### src/rtl/accel_throttle_filter_if.sv
// rtl/accel_throttle_filter_if.sv - sample/brake inputs and PWM command outputs of the throttle filter
interface accel_throttle_filter_if #(
    parameter int DataWidth = 12
);
    logic                        sampleValid;
    logic signed [DataWidth-1:0] accelData;
    logic                        brake;
    logic [9:0]                  PWMvalue;
    logic                        filterReady;
    logic                        saturated;

    modport master (
        output sampleValid, accelData, brake,
        input  PWMvalue, filterReady, saturated
    );

    modport slave (
        input  sampleValid, accelData, brake,
        output PWMvalue, filterReady, saturated
    );
endinterface

### src/rtl/accel_throttle_filter.sv
// rtl/accel_throttle_filter.sv - moving-average, deadband and slew-limited PWM duty command
module accel_throttle_filter #(
    parameter int DataWidth    = 12,
    parameter int AvgLog2      = 3,
    parameter int Deadband     = 40,
    parameter int RampDiv      = 50000,
    parameter int RampUpStep   = 4,
    parameter int RampDownStep = 16
) (
    input  logic                     CLOCK_50,
    input  logic                     reset,
    accel_throttle_filter_if.slave   bus
);
    localparam int MagW  = DataWidth - 1;
    localparam int Depth = 1 << AvgLog2;
    localparam int SumW  = MagW + AvgLog2;
    localparam int CntW  = (RampDiv > 1) ? $clog2(RampDiv) : 1;

    typedef enum logic {FILL, RUN} state_t;

    state_t              state_q;
    logic [AvgLog2-1:0]  fill_q;
    logic                ready_q;
    logic [MagW-1:0]     buf_q [Depth];
    logic [SumW-1:0]     sum_q;
    logic [AvgLog2-1:0]  wp_q;
    logic [9:0]          target_q;
    logic                sat_q;
    logic [CntW-1:0]     ramp_cnt_q;
    logic [9:0]          pwm_q;
    logic [9:0]          pwm_d;

    logic [MagW-1:0]     sample_mag;
    logic [MagW-1:0]     avg;
    logic [MagW-1:0]     diff;
    logic [9:0]          target_d;
    logic                sat_d;
    logic                tick;
    logic [10:0]         pwm_up;
    logic [10:0]         down_floor;

    // Negative samples count as zero thrust; the sign bit is dropped for non-negative ones
    assign sample_mag = bus.accelData[DataWidth-1] ? '0 : bus.accelData[MagW-1:0];

    // Window fill tracking; the 8th accepted sample enters RUN on the same edge
    always_ff @(posedge CLOCK_50) begin
        if (reset) begin
            state_q <= FILL;
            fill_q  <= '0;
            ready_q <= 1'b0;
        end else if (state_q == FILL && bus.sampleValid) begin
            if (fill_q == AvgLog2'(Depth - 1)) begin
                state_q <= RUN;
                ready_q <= 1'b1;
            end else begin
                fill_q <= fill_q + AvgLog2'(1);
            end
        end
    end

    // Circular sample buffer with running sum; oldest entry is replaced in place
    always_ff @(posedge CLOCK_50) begin
        if (reset) begin
            for (int i = 0; i < Depth; i++) begin
                buf_q[i] <= '0;
            end
            sum_q <= '0;
            wp_q  <= '0;
        end else if (bus.sampleValid) begin
            buf_q[wp_q] <= sample_mag;
            sum_q       <= sum_q - SumW'(buf_q[wp_q]) + SumW'(sample_mag);
            wp_q        <= wp_q + AvgLog2'(1);
        end
    end

    assign avg      = sum_q[SumW-1:AvgLog2];
    assign diff     = (avg > MagW'(Deadband)) ? (avg - MagW'(Deadband)) : '0;
    assign sat_d    = (diff > MagW'(1023));
    assign target_d = sat_d ? 10'd1023 : diff[9:0];

    // Target follows the registered sum one clock later; pinned to zero until the window is full
    always_ff @(posedge CLOCK_50) begin
        if (reset || state_q == FILL) begin
            target_q <= '0;
            sat_q    <= 1'b0;
        end else begin
            target_q <= target_d;
            sat_q    <= sat_d;
        end
    end

    assign tick = (ramp_cnt_q == CntW'(RampDiv - 1));

    // Free-running ramp divider producing a one-cycle tick every RampDiv clocks
    always_ff @(posedge CLOCK_50) begin
        if (reset || tick) begin
            ramp_cnt_q <= '0;
        end else begin
            ramp_cnt_q <= ramp_cnt_q + CntW'(1);
        end
    end

    assign pwm_up     = {1'b0, pwm_q} + 11'(RampUpStep);
    assign down_floor = {1'b0, target_q} + 11'(RampDownStep);

    // Slew limiter: brake forces zero at once, otherwise step toward target only on tick
    always_comb begin
        pwm_d = pwm_q;
        if (bus.brake) begin
            pwm_d = '0;
        end else if (tick) begin
            if (pwm_q < target_q) begin
                pwm_d = (pwm_up > {1'b0, target_q}) ? target_q : pwm_up[9:0];
            end else if (pwm_q > target_q) begin
                pwm_d = ({1'b0, pwm_q} > down_floor) ? (pwm_q - 10'(RampDownStep)) : target_q;
            end
        end
    end

    // Registered duty command
    always_ff @(posedge CLOCK_50) begin
        if (reset) begin
            pwm_q <= '0;
        end else begin
            pwm_q <= pwm_d;
        end
    end

    assign bus.PWMvalue    = pwm_q;
    assign bus.filterReady = ready_q;
    assign bus.saturated   = sat_q;
endmodule

### src/flat_wrapper.sv
// flat-port wrapper written by rule: the top's interface ports become plain ports
module accel_throttle_filter_flat 
#(
    parameter int DataWidth    = 12,
    parameter int AvgLog2      = 3,
    parameter int Deadband     = 40,
    parameter int RampDiv      = 50000,
    parameter int RampUpStep   = 4,
    parameter int RampDownStep = 16
)
  (CLOCK_50, reset, bus_sampleValid, bus_accelData, bus_brake, bus_PWMvalue, bus_filterReady, bus_saturated);
  accel_throttle_filter_if #(.DataWidth(DataWidth)) bus_i ();
  input  logic CLOCK_50;
  input  logic reset;
  input wire logic [$bits(bus_i.sampleValid)-1:0] bus_sampleValid;
  input wire logic [$bits(bus_i.accelData)-1:0] bus_accelData;
  input wire logic [$bits(bus_i.brake)-1:0] bus_brake;
  output wire logic [$bits(bus_i.PWMvalue)-1:0] bus_PWMvalue;
  output wire logic [$bits(bus_i.filterReady)-1:0] bus_filterReady;
  output wire logic [$bits(bus_i.saturated)-1:0] bus_saturated;
  assign bus_i.sampleValid = bus_sampleValid;
  assign bus_i.accelData = bus_accelData;
  assign bus_i.brake = bus_brake;
  assign bus_PWMvalue = bus_i.PWMvalue;
  assign bus_filterReady = bus_i.filterReady;
  assign bus_saturated = bus_i.saturated;
  accel_throttle_filter #(.DataWidth(DataWidth), .AvgLog2(AvgLog2), .Deadband(Deadband), .RampDiv(RampDiv), .RampUpStep(RampUpStep), .RampDownStep(RampDownStep)) u_core (.CLOCK_50(CLOCK_50), .reset(reset), .bus(bus_i));
endmodule
### config.mk
export PLATFORM = sky130hd
export DESIGN_NAME = accel_throttle_filter_flat
export DESIGN_NICKNAME = d
export VERILOG_FILES = /design/src/rtl/accel_throttle_filter_if.sv /design/src/rtl/accel_throttle_filter.sv /design/src/flat_wrapper.sv
export SDC_FILE = /design/constraint.sdc
export NUM_CORES = 1
export LEC_CHECK = 0
export ABC_CLOCK_PERIOD_IN_PS = 5700
export CAP_MARGIN = 20
export CORE_MARGIN = 2
export CORE_UTILIZATION = 50
export CTS_CLUSTER_DIAMETER = 40
export CTS_CLUSTER_SIZE = 25
export DETAILED_ROUTE_END_ITERATION = 10
export DONT_BUFFER_PORTS = 1
export PLACE_DENSITY = 0.62
export SETUP_SLACK_MARGIN = 0.4
export SYNTH_ARGS = -nofsm -noshare
export SYNTH_HDL_FRONTEND = slang
export SYNTH_SLANG_ARGS = --single-unit
### constraint.sdc
create_clock -name CLOCK_50 -period 5.7 [get_ports CLOCK_50]
set_input_delay 1.14 -clock CLOCK_50 [delete_from_list [all_inputs] [get_ports CLOCK_50]]
set_output_delay 1.14 -clock CLOCK_50 [all_outputs]
set_load 0.02 [all_outputs]
==> metrics.txt <==
Place WS=1.70 ns; vias in the first global route=5909; Worst-Skew Late Latency=0.43 ns; EDFF count, synth=88; Cells after Synth=781; CTS sink count=149; TritonCTS Buffers=17; Remaining DRCs=0; cell area after synthesis=8260 um2; Die Ht=133 um; Clock Path Buffers=2; Nets=838; die footprint=17600 um2; worst vdd ir=0.312 mV; PostCTS Resize Cnt=0; GR Util All Layers=0.230; leakage=3.56 nW; syn avg cell area=10.6 um2; ys async rst share=0; Worst EP arrival=4.34 ns; Worst EP required=6.05 ns; normalized max-slew margin=0.397; setup TNS=0 ns; initial antenna violation count=0; Max Cap Viol=0; syn_nets=857; largest net degree at the start of global routing=39; Setup Viol. Count Final=0; Clock Skew=0.00899 ns; H-tree Lvls=4; CP Max Fanout=16; dominant synthesized flop cell=edfxtp_1; power per cell area=362 nW/um2; sequential share of the synthesized area=0.468; CP Capture Type=flop; first-pass GRT wire length=30.9 mm; synth warn=0; layout cell share with drive strength beyond 1=0.107; CTS clk-pin slew, worst paths=0.07 ns; unrepaired setup endpoints after global routing=no; Max Clk Rate=250 MHz; Final min period=4.00 ns; initial core utilization=0.506; Setup CP Type=reg2reg; TritonCTS clock tree=done; ANT nets after route=0; diodes inserted=0; Row Count=47; final period utilization=0.701; clock root buffer master=clkbuf_16; area post-placement=8390 um2; Final Hold Fails=0; Post-CTS Setup Repair Bufs=0; io pins=28; startpoint class of the critical path=flop; GRT overflow=0; post-detailed-placement half-perimeter wirelength=13.6 mm; final instance area=8980 um2; Die Width=133 um; register bit count reported by yosys=149; vias after detailed routing=5577; Area Growth Syn to Fin=8.69%; final WL=19.1 mm; CTS Hold Buffers Added=0; port bufs=0; Distinct cells, synth=59; Worst-Margin Slew=0.898 ns; 1st-iter DRT viols=385; post-DR wirelength/cell=19.2 um; GPL Wtd Cong=0.856; Slew Limit Fails=0; first-pass detailed-route iteration total=6; final setup margin=1.70 ns; Worst Hold Class=reg2reg; Vias per Instance=5.61; core area=16300 um2; status=finished, final reports clean
flip-flops by register name (all words and copies together) (netlist names), named ones only:
name and cells:
u_core.state_q 1, u_core.buf_q 88, u_core.ramp_cnt_q 16, u_core.wp_q 3, u_core.bus.PWMvalue 10, u_core.sum_q 14
u_core.bus.saturated 1, u_core.fill_q 3, u_core.target_q 10
critical path, cell delays in order (launching register included):
cell and delay (ns):
dfxtp_1 0.88, buf_4 0.31, mux4_2 0.32, mux2_2 0.29, fa_1 0.48, inv_1 0.04
ha_1 0.37, a21o_1 0.19, a21o_1 0.18, a311o_1 0.31, o21ai_0 0.09, a21oi_1 0.07
xor2_1 0.14, a211oi_1 0.21
cell type report:
cell class	instances	area [um2]
Clock inverter	15	170
Multi-Input combinational cell	531	4000
Timing Repair Buffer	2	15.0
Fill cell	1461	7370
Inverter	61	229
Clock buffer	17	425
Sequential cell	149	3860
Tap cell	220	275
synthesized netlist by cell type (4+ instances only):
cell      count  area share
nor2_1      143       0.065
edfxtp_1     88        0.32
dfxtp_1      61        0.15
inv_1        61       0.028
ha_1         49       0.074
nand2_1      34       0.015
clkbuf_1     32       0.015
a21oi_1      29       0.018
nand2b_1     28       0.021
xnor2_1      28       0.030
mux4_2       22       0.060
mux2i_1      20       0.024
nand3_1      19       0.012
xor2_1       17       0.018
mux2_2       15       0.020
o21ai_0      15      0.0091
nor3_1       12      0.0073
a21o_1       11       0.010
fa_1         11       0.027
a211oi_1      8      0.0073
nand4_1       8      0.0061
nor2b_1       6      0.0045
and3_1        5      0.0038
buf_2         5      0.0030
nor3b_1       4      0.0036
placed cells by master (no fill, tap or decap), drive strengths merged, types with 3 or more instances in the layout:
| cell | instances |
|---|---|
| nor2b | 7 |
| o31ai | 3 |
| a21o | 11 |
| nand2 | 34 |
| nand2b | 28 |
| mux4 | 22 |
| clkbuf | 17 |
| inv | 67 |
| nand3 | 19 |
| o21ai | 19 |
| a21oi | 30 |
| nor3b | 4 |
| nand4 | 8 |
| clkinv | 5 |
| nor4 | 4 |
| or3 | 4 |
| fa | 11 |
| and3 | 6 |
| a211oi | 8 |
| xnor2 | 28 |
| or2 | 4 |
| nor2 | 143 |
| o21a | 3 |
| dfxtp | 61 |
| a21boi | 3 |
| mux2i | 20 |
| xor2 | 17 |
| ha | 49 |
| nor3 | 12 |
| edfxtp | 88 |
| mux2 | 15 |
report_power, final:
group,internal (W),switching (W)
clock,0.000656,0.000487
combinational,0.000365,0.000483
sequential,0.00121,0.0000507
layer usage:
| layer | GRT usage | share of wire | up-vias |
|---|---|---|---|
| li1 | - | - | 2673 |
| met1 | 0.270 | 0.41 | 2757 |
| met2 | 0.411 | 0.52 | 118 |
| met3 | 0.0490 | 0.041 | 29 |
| met4 | 0.0926 | 0.023 | 0 |
| met5 | 0 | 0 | - |
per-stage QoR:
step / instances / util / total power [W] / hold slack (ns)
finish: 995 / 0.549 / 0.00325 / 0.465
global route: 995 / 0.549 / 0.00342 / 0.483
CTS: 995 / 0.549 / 0.00327 / 0.469
detailed placement: 963 / 0.513 / 0.00213 / 0.455
global placement: 963 / 0.513 / 0.00211 / 0.443
floorplan: 781 / - / 0.00194 / 0.430
final timing paths:
kind / to / from / cells past startpoint / slack [ns]
worst max-delay path: u_core.sum_q[13] / flop / 13 / 1.70
worst min-delay path: u_core.ramp_cnt_q[0] / u_core.ramp_cnt_q[0] / 1 / 0.47
worst max register to register: u_core.sum_q[13] / flop / 13 / 1.70
worst min register to register: u_core.ramp_cnt_q[0] / u_core.ramp_cnt_q[0] / 1 / 0.47
logic make-up (layout without fill, tap and decap cells):
logic type	Yosys count	after routing	share of synthesized area
buffers and inverters	101	95	0.0480
xor gates and xnor gates	45	45	0.0477
AOI/OAI and AO/OA	91	91	0.0748
DFF	149	149	0.468
and+or+nand+nor	278	278	0.157
adders and majority gates	60	60	0.101
muxes	57	57	0.105
(Power assumes the default switching activity.)
